### src/rtl/ctrl_pkg.sv
// ---------------------------------------------------------------------------
// ctrl_pkg
// Shared definitions for the multi-cycle RV32I (addi/beq/bne) sequencer:
//   - state_t : sequencer FSM states
//   - opcode / funct3 constants for the supported instructions
//   - ALU control encodings and trap cause codes
//   - iclass_t: instruction classification bundle
// ---------------------------------------------------------------------------
package ctrl_pkg;

    typedef enum logic [2:0] {
        ST_IDLE,
        ST_FETCH,
        ST_DECODE,
        ST_EXEC,
        ST_WB,
        ST_BRANCH,
        ST_TRAP
    } state_t;

    localparam logic [6:0] OP_IMM    = 7'b0010011;
    localparam logic [6:0] OP_BRANCH = 7'b1100011;

    localparam logic [2:0] F3_ADD = 3'b000;
    localparam logic [2:0] F3_BEQ = 3'b000;
    localparam logic [2:0] F3_BNE = 3'b001;

    localparam logic [2:0] ALU_ADD = 3'b000;
    localparam logic [2:0] ALU_NOP = 3'b111;

    typedef enum logic [1:0] {
        CAUSE_NONE    = 2'b00,
        CAUSE_ILLEGAL = 2'b01,
        CAUSE_TIMEOUT = 2'b10
    } cause_t;

    typedef struct packed {
        logic is_addi;
        logic is_beq;
        logic is_bne;
        logic illegal;
    } iclass_t;

endpackage

### src/rtl/multicycle_ctrl_if.sv
// ---------------------------------------------------------------------------
// multicycle_ctrl_if
// Instruction-memory fetch handshake between the sequencer and the memory.
//   imem_req   : fetch request (sequencer -> memory)
//   imem_ack   : fetch complete, imem_rdata valid this cycle only
//   imem_rdata : fetched instruction word
// Modports: master = sequencer side, slave = memory side.
// ---------------------------------------------------------------------------
interface multicycle_ctrl_if #(
    parameter int DATA_WIDTH = 32
);
    logic                  imem_req;
    logic                  imem_ack;
    logic [DATA_WIDTH-1:0] imem_rdata;

    modport master (
        output imem_req,
        input  imem_ack,
        input  imem_rdata
    );

    modport slave (
        input  imem_req,
        output imem_ack,
        output imem_rdata
    );
endinterface

### src/rtl/instr_class.sv
// ---------------------------------------------------------------------------
// instr_class
// Purely combinational classifier for the supported RV32I subset.
//   ir      in  DATA_WIDTH  instruction word
//   is_addi out 1           OP-IMM with funct3 = ADD
//   is_beq  out 1           BRANCH with funct3 = BEQ
//   is_bne  out 1           BRANCH with funct3 = BNE
//   illegal out 1           none of the above
// ---------------------------------------------------------------------------
module instr_class
    import ctrl_pkg::*;
#(
    parameter int DATA_WIDTH = 32
) (
    input  logic [DATA_WIDTH-1:0] ir,
    output logic                  is_addi,
    output logic                  is_beq,
    output logic                  is_bne,
    output logic                  illegal
);

    logic [6:0] opcode;
    logic [2:0] funct3;
    logic       unused_bits;

    assign opcode = ir[6:0];
    assign funct3 = ir[14:12];

    // Only opcode and funct3 take part in classification.
    assign unused_bits = ^{ir[DATA_WIDTH-1:15], ir[11:7]};

    assign is_addi = (opcode == OP_IMM)    && (funct3 == F3_ADD);
    assign is_beq  = (opcode == OP_BRANCH) && (funct3 == F3_BEQ);
    assign is_bne  = (opcode == OP_BRANCH) && (funct3 == F3_BNE);
    assign illegal = ~(is_addi | is_beq | is_bne);

endmodule

### src/rtl/multicycle_ctrl.sv
// ---------------------------------------------------------------------------
// multicycle_ctrl
// Multi-cycle sequencer for an addi/beq/bne datapath. Fetches over a
// variable-latency handshake, latches the instruction (IR) and steps the
// datapath strobes one phase per cycle.
//   clk       in   rising-edge clock
//   rst_n     in   asynchronous active-low reset
//   imem      if   fetch handshake (master modport)
//   stall     in   freeze DECODE/EXEC/WB/BRANCH
//   EQ        in   ALU operands equal
//   instr     out  latched instruction register
//   pc_en     out  PC load strobe
//   PCsrc     out  1 = PC+imm, 0 = PC+4
//   RegWrite  out  register-file write strobe
//   ALUsrc    out  1 = immediate operand
//   ALUctrl   out  000 add, 111 no-op
//   ImmSrc    out  0 = I-type, 1 = B-type
//   halted    out  sticky trap flag
//   cause     out  00 none, 01 illegal, 10 fetch timeout
//   instret   out  retired-instruction count (wraps silently)
// ---------------------------------------------------------------------------
module multicycle_ctrl
    import ctrl_pkg::*;
#(
    parameter int DATA_WIDTH    = 32,
    parameter int FETCH_TIMEOUT = 15
) (
    input  logic                  clk,
    input  logic                  rst_n,
    multicycle_ctrl_if.master     imem,
    input  logic                  stall,
    input  logic                  EQ,
    output logic [DATA_WIDTH-1:0] instr,
    output logic                  pc_en,
    output logic                  PCsrc,
    output logic                  RegWrite,
    output logic                  ALUsrc,
    output logic [2:0]            ALUctrl,
    output logic                  ImmSrc,
    output logic                  halted,
    output logic [1:0]            cause,
    output logic [31:0]           instret
);

    localparam int CW = $clog2(FETCH_TIMEOUT + 1);
    localparam logic [CW-1:0] WAIT_LIMIT = CW'(FETCH_TIMEOUT);

    state_t                state_reg;
    state_t                state_next;
    logic [DATA_WIDTH-1:0] instr_reg;
    logic [CW-1:0]         wait_cnt_reg;
    logic [31:0]           instret_reg;
    cause_t                cause_reg;
    logic                  halted_reg;

    // Level outputs are registered from the next state so that they equal a
    // decode of the current state without any combinational path from state.
    logic                  imem_req_reg;
    logic                  alusrc_reg;
    logic [2:0]            aluctrl_reg;
    logic                  immsrc_reg;
    logic                  wb_reg;
    logic                  br_reg;

    iclass_t               cls;

    instr_class #(.DATA_WIDTH(DATA_WIDTH)) u_instr_class (
        .ir      (instr_reg),
        .is_addi (cls.is_addi),
        .is_beq  (cls.is_beq),
        .is_bne  (cls.is_bne),
        .illegal (cls.illegal)
    );

    always_comb begin
        state_next = state_reg;
        case (state_reg)
            ST_IDLE:   state_next = ST_FETCH;
            ST_FETCH: begin
                // An ack in the last allowed cycle beats the timeout.
                if (imem.imem_ack)
                    state_next = ST_DECODE;
                else if (wait_cnt_reg == WAIT_LIMIT)
                    state_next = ST_TRAP;
            end
            ST_DECODE: begin
                if (!stall) begin
                    if (cls.is_addi)
                        state_next = ST_EXEC;
                    else if (cls.is_beq || cls.is_bne)
                        state_next = ST_BRANCH;
                    else
                        state_next = ST_TRAP;
                end
            end
            ST_EXEC:   if (!stall) state_next = ST_WB;
            ST_WB:     if (!stall) state_next = ST_FETCH;
            ST_BRANCH: if (!stall) state_next = ST_FETCH;
            ST_TRAP:   state_next = ST_TRAP;
            default:   state_next = ST_IDLE;
        endcase
    end

    always_ff @(posedge clk or negedge rst_n) begin
        if (!rst_n) begin
            state_reg    <= ST_IDLE;
            instr_reg    <= '0;
            wait_cnt_reg <= '0;
            instret_reg  <= '0;
            cause_reg    <= CAUSE_NONE;
            halted_reg   <= 1'b0;
            imem_req_reg <= 1'b0;
            alusrc_reg   <= 1'b0;
            aluctrl_reg  <= ALU_NOP;
            immsrc_reg   <= 1'b0;
            wb_reg       <= 1'b0;
            br_reg       <= 1'b0;
        end else begin
            state_reg <= state_next;

            if (state_reg == ST_FETCH) begin
                if (imem.imem_ack) begin
                    instr_reg    <= imem.imem_rdata;
                    wait_cnt_reg <= '0;
                end else if (wait_cnt_reg != WAIT_LIMIT) begin
                    wait_cnt_reg <= wait_cnt_reg + 1'b1;
                end
            end

            // Cause is captured once on trap entry and frozen afterwards.
            if (state_next == ST_TRAP && state_reg != ST_TRAP)
                cause_reg <= (state_reg == ST_FETCH) ? CAUSE_TIMEOUT : CAUSE_ILLEGAL;

            if ((state_reg == ST_WB || state_reg == ST_BRANCH) && !stall)
                instret_reg <= instret_reg + 32'd1;

            halted_reg   <= (state_next == ST_TRAP);
            imem_req_reg <= (state_next == ST_FETCH);
            alusrc_reg   <= (state_next == ST_EXEC) || (state_next == ST_WB);
            aluctrl_reg  <= ((state_next == ST_EXEC) || (state_next == ST_WB)) ? ALU_ADD : ALU_NOP;
            immsrc_reg   <= (state_next == ST_BRANCH);
            wb_reg       <= (state_next == ST_WB);
            br_reg       <= (state_next == ST_BRANCH);
        end
    end

    // Write strobes are gated by stall so a held phase never fires twice.
    assign pc_en    = (wb_reg | br_reg) & ~stall;
    assign RegWrite = wb_reg & ~stall;
    assign PCsrc    = br_reg & ((cls.is_beq & EQ) | (cls.is_bne & ~EQ));

    assign imem.imem_req = imem_req_reg;
    assign instr         = instr_reg;
    assign ALUsrc        = alusrc_reg;
    assign ALUctrl       = aluctrl_reg;
    assign ImmSrc        = immsrc_reg;
    assign halted        = halted_reg;
    assign cause         = cause_reg;
    assign instret       = instret_reg;

endmodule

### src/flat_wrapper.sv
// flat-port wrapper written by rule: the top's interface ports become plain ports
module multicycle_ctrl_flat import ctrl_pkg::*;
#(
    parameter int DATA_WIDTH    = 32,
    parameter int FETCH_TIMEOUT = 15
)
  (clk, rst_n, stall, EQ, instr, pc_en, PCsrc, RegWrite, ALUsrc, ALUctrl, ImmSrc, halted, cause, instret, imem_imem_req, imem_imem_ack, imem_imem_rdata);
  multicycle_ctrl_if #(.DATA_WIDTH(DATA_WIDTH)) imem_i ();
  input  logic clk;
  input  logic rst_n;
  input  logic stall;
  input  logic EQ;
  output logic [DATA_WIDTH-1:0] instr;
  output logic pc_en;
  output logic PCsrc;
  output logic RegWrite;
  output logic ALUsrc;
  output logic [2:0] ALUctrl;
  output logic ImmSrc;
  output logic halted;
  output logic [1:0] cause;
  output logic [31:0] instret;
  output wire logic [$bits(imem_i.imem_req)-1:0] imem_imem_req;
  input wire logic [$bits(imem_i.imem_ack)-1:0] imem_imem_ack;
  input wire logic [$bits(imem_i.imem_rdata)-1:0] imem_imem_rdata;
  assign imem_imem_req = imem_i.imem_req;
  assign imem_i.imem_ack = imem_imem_ack;
  assign imem_i.imem_rdata = imem_imem_rdata;
  multicycle_ctrl #(.DATA_WIDTH(DATA_WIDTH), .FETCH_TIMEOUT(FETCH_TIMEOUT)) u_core (.clk(clk), .rst_n(rst_n), .imem(imem_i), .stall(stall), .EQ(EQ), .instr(instr), .pc_en(pc_en), .PCsrc(PCsrc), .RegWrite(RegWrite), .ALUsrc(ALUsrc), .ALUctrl(ALUctrl), .ImmSrc(ImmSrc), .halted(halted), .cause(cause), .instret(instret));
endmodule
### config.mk
export PLATFORM = sky130hd
export DESIGN_NAME = multicycle_ctrl_flat
export DESIGN_NICKNAME = d
export VERILOG_FILES = /design/src/rtl/ctrl_pkg.sv /design/src/rtl/multicycle_ctrl_if.sv /design/src/rtl/instr_class.sv /design/src/rtl/multicycle_ctrl.sv /design/src/flat_wrapper.sv
export SDC_FILE = /design/constraint.sdc
export NUM_CORES = 1
export LEC_CHECK = 0
export ABC_CLOCK_PERIOD_IN_PS = 5900
export CAP_MARGIN = 15
export CORE_MARGIN = 1.5
export CORE_UTILIZATION = 50
export CTS_BUF_LIST = sky130_fd_sc_hd__clkbuf_4 sky130_fd_sc_hd__clkbuf_8 sky130_fd_sc_hd__clkbuf_16
export CTS_CLUSTER_SIZE = 14
export DETAILED_ROUTE_END_ITERATION = 8
export GPL_TIMING_DRIVEN = 0
export PLACE_DENSITY = 0.91
export SLEW_MARGIN = 10
export SYNTH_ARGS = -nofsm -noshare
export SYNTH_HDL_FRONTEND = slang
export SYNTH_SLANG_ARGS = --single-unit
### constraint.sdc
create_clock -name clk -period 5.9 [get_ports clk]
set_input_delay 1.18 -clock clk [delete_from_list [all_inputs] [get_ports clk]]
set_output_delay 1.18 -clock clk [all_outputs]
set_load 0.02 [all_outputs]
==> impl_summary.md <==
Yosys
The synthesized net count is roughly 320. Of all cell types, the one taking the most synthesized area is dfrtp_1. The proportion of netlist area held by the largest area contributor is 0.560. The most instantiated flip-flop cell in the synthesis netlist is dfrtp_1. Counting flops with a built-in enable in the synthesized netlist gives 0. After synthesis, the share of flip-flops with an asynchronous set or reset is 1.00.

By count the netlist is led by dfrtp_1 (78), mux2_2 (33), nand2_1 (22). Counting every instance in the synthesized netlist gives 278. After synthesis, the cell types taking the most area are dfrtp_1 (56%), mux2_2 (11%), xnor2_1 (4.5%), xor2_1 (3.5%), nand2_1 (2.4%). The synthesized netlist occupies a cell area of between 0.003 and 0.004 mm2.

During synthesis, Yosys emitted a total of 0 warnings. The synthesized design contains 79 register bits. The count of different cell masters after synthesis is 46. The sequential share of the synthesized area is 0.567. The most numerous cell in the Yosys netlist is dfrtp_1. The synthesized area per cell is roughly 13 um2.

Worst setup path
Measured in cells, the most critical reg-to-reg path has a length of 7. The cell type of the slowest stage on the worst timing path is clkdlybuf4s50_1. The critical path contains buffers and inverters numbering 2 combined. The cell family contributing the most delay on the critical path is buffers and inverters.

Data on the critical path is required at its endpoint by between 4 and 5 ns. The number of logic stages on the critical path including buffering is 3. The cell with the most instances on the worst path is clkdlybuf4s50_1. For the worst setup path, the data arrival time is between 2 and 3 ns.

The kind of start point of the critical path is an input port. The category of the critical setup timing path is input port to output port. The biggest fanout along the worst timing path is 9.

The signal on the critical path passes through clkdlybuf4s50_1 > nor2b_1 > clkdlybuf4s50_1. The biggest cell delay along the critical path is 0.62 ns. The worst setup path is captured at an output port.

STA
The count of pins over their slew limit is 0. The worst max-slew margin expressed relative to the limit is 0.683. Subtracting the final worst setup slack from the clock period gives between 3 and 4 ns. Setup repair after global routing left no endpoint under its margin. The post-route fraction of the period consumed by the critical path is 0.636. The maximum clock frequency is between 200 and 300 MHz. For the pin with the worst max-slew slack, the measured transition is approximately 0.47 ns. The aggregate negative setup slack is 0 ns. The hold violation count in the final report is 0.

The worst clock skew on the final layout is between 0.008 and 0.009 ns. Setup violations remaining at the end of the flow were counted as 0.

Route
The number of iterations in the first detailed-routing pass is 4. The total number of vias is between 2000 and 3000. The sum of routed wire length over all layers is between 7 and 8 mm. Using the TritonRoute via totals, the vias-per-cell ratio works out to slightly above 5. The detail route stage leaves a number of antenna-violating nets equal to 0. After detailed routing, the average wire length per cell comes to 15.3 um.

The detailed router finished its first iteration with 86 violations. The remaining routing DRC violations is 0.

Global routing
The via count of the first global-routing pass is approximately 2600. The number of antenna violations at the first check in global routing is 0. In the global route stage, overall resource usage came out at 0.208. The total overflow left after global routing is 0. The first global-routing pass estimated roughly 12 mm of wire.

Entering global routing, the biggest net connects 56 pins.

Placement
The quantity of I/O buffers inserted on ports is approximately 110. The placer congestion estimate is 0.847. The placed instance count is roughly 470. The detailed-placement wirelength estimate is ~5.6 mm.

Floorplanning
Row generation in the floorplan step produced 30 rows. The starting density of the core is 0.516. For this design the top-level I/O count stands at around 110.

After floorplanning, the core was sized to cover ~0.0068 mm2. The die outline width is ~87 um. The die is 86.5 um tall.

The die area is ~0.0075 mm2.

Status
The run finished with clean final reports.

Layout
The number of fillers in the final layout is about 460. From synthesis to final layout, the design area changed by 41.7%. The final net count is around 440.

In the final layout, the multi-input gates occupy ~0.0014 mm2. The finished layout holds 487 standard cells, fillers aside. Of the cells placed in the final design, the portion with a size suffix greater than 1 is 0.182. Registers take just under 0.002 mm2. The repair_antennas step left the layout with diodes totalling 0.

Clock network
The number of hold buffers added after CTS was 0. The post-cts gate resize count is 0. Counting every sink on the clock net gives between 70 and 80. Clock tree synthesis inserted a total of 9 buffers. The maximum buffer depth of the clock tree is 2.

The count of H-tree levels built during CTS is 3. The CTS tree is built. The clock-pin slew on the worst setup and hold paths is approximately 0.080 ns.

Clock latency on the worst-skew pair, taken at its later pin, is about 0.34 ns. The tree is rooted in a clkbuf_8. The post-CTS setup repair buffer count is 0.

Job
The number of maximum-capacitance violations is 0.

Pwr
The cell area power density is roughly 440 mW/mm2. The leakage power of the design is 2.18 nW. VDD sags by at most between 300 and 400 uV.

Worst hold path
The path category of the worst min-delay check is flop to flop. The number of cells on the worst hold path is 1.
## cells in the final DEF, fill, tap and decap left out, drive strengths merged, types with 2 or more instances in the layout
master / count
or3: 2
dfrtp: 78
clkinv: 3
buf: 10
o21a: 2
nor2: 13
clkbuf: 13
nor3b: 3
ha: 2
nor2b: 7
xor2: 14
o21ai: 6
nand4: 8
nand3: 9
and4bb: 2
clkdlybuf4s50: 111
nor4: 2
and3: 12
a21oi: 5
and2: 4
nor3: 6
mux2: 34
xnor2: 18
inv: 3
nand2b: 2
nand2: 22
## through the flow
step	power (mW)	hold slack (ns)	util	setup slack [ns]	instance area (um2)
final	2.15	0.479	0.731	2.15	4940
after global routing	2.27	0.491	0.731	2.11	4940
after CTS	2.17	0.476	0.731	2.14	4940
after detailed placement	1.76	0.465	0.701	2.14	4730
after global placement	1.72	0.461	0.697	0.971	4710
after floorplan	1.33	0.511	-	3.15	3490
## area by class of cell
type | count | area share
Buffer | 10 | 0.0124
Multi-Input combinational cell | 186 | 0.291
Tap cell | 80 | 0.0203
Clock buffer | 11 | 0.0306
Clock inverter | 5 | 0.0114
Inverter | 3 | 0.00228
Sequential cell | 79 | 0.400
Timing Repair Buffer | 113 | 0.232
## cells by family after synthesis
| kind of cell | after synthesis | synth area share |
|---|---|---|
| flops | 79 | 0.567 |
| buf+inv | 13 | 0.0208 |
| compound gates | 20 | 0.0402 |
| mux | 35 | 0.113 |
| fa+ha+maj | 2 | 0.00717 |
| xor+xnor | 32 | 0.0803 |
| simple gates | 97 | 0.172 |
## path summary, 6_finish.rpt
kind,startpoint,endpoint,slack [ns]
setup reg to reg,u_core.wait_cnt_reg[0],u_core.ALUctrl[1],3.69
min in group asynchronous,rst_n,u_core.instret[28],0.73
hold reg to reg,u_core.instret[31],u_core.instret[31],0.48
setup / recovery,stall,RegWrite,2.15
max in group asynchronous,rst_n,u_core.instr[25],4.59
hold / removal,u_core.instret[31],u_core.instret[31],0.48
## routing by layer
layer	global-route usage	routed length (um)	vias up
li1	-	-	1211
met1	0.249	3180	1222
met2	0.364	3770	80
met3	0.0429	354	14
met4	0.0894	163	0
met5	0	0	-
## power by group
part / internal (mW) / total (mW) / switching, mW
registers: 0.707 / 0.826 / 0.119
logic: 0.483 / 0.919 / 0.436
clock network: 0.218 / 0.410 / 0.192
(Power assumes the default switching activity.)
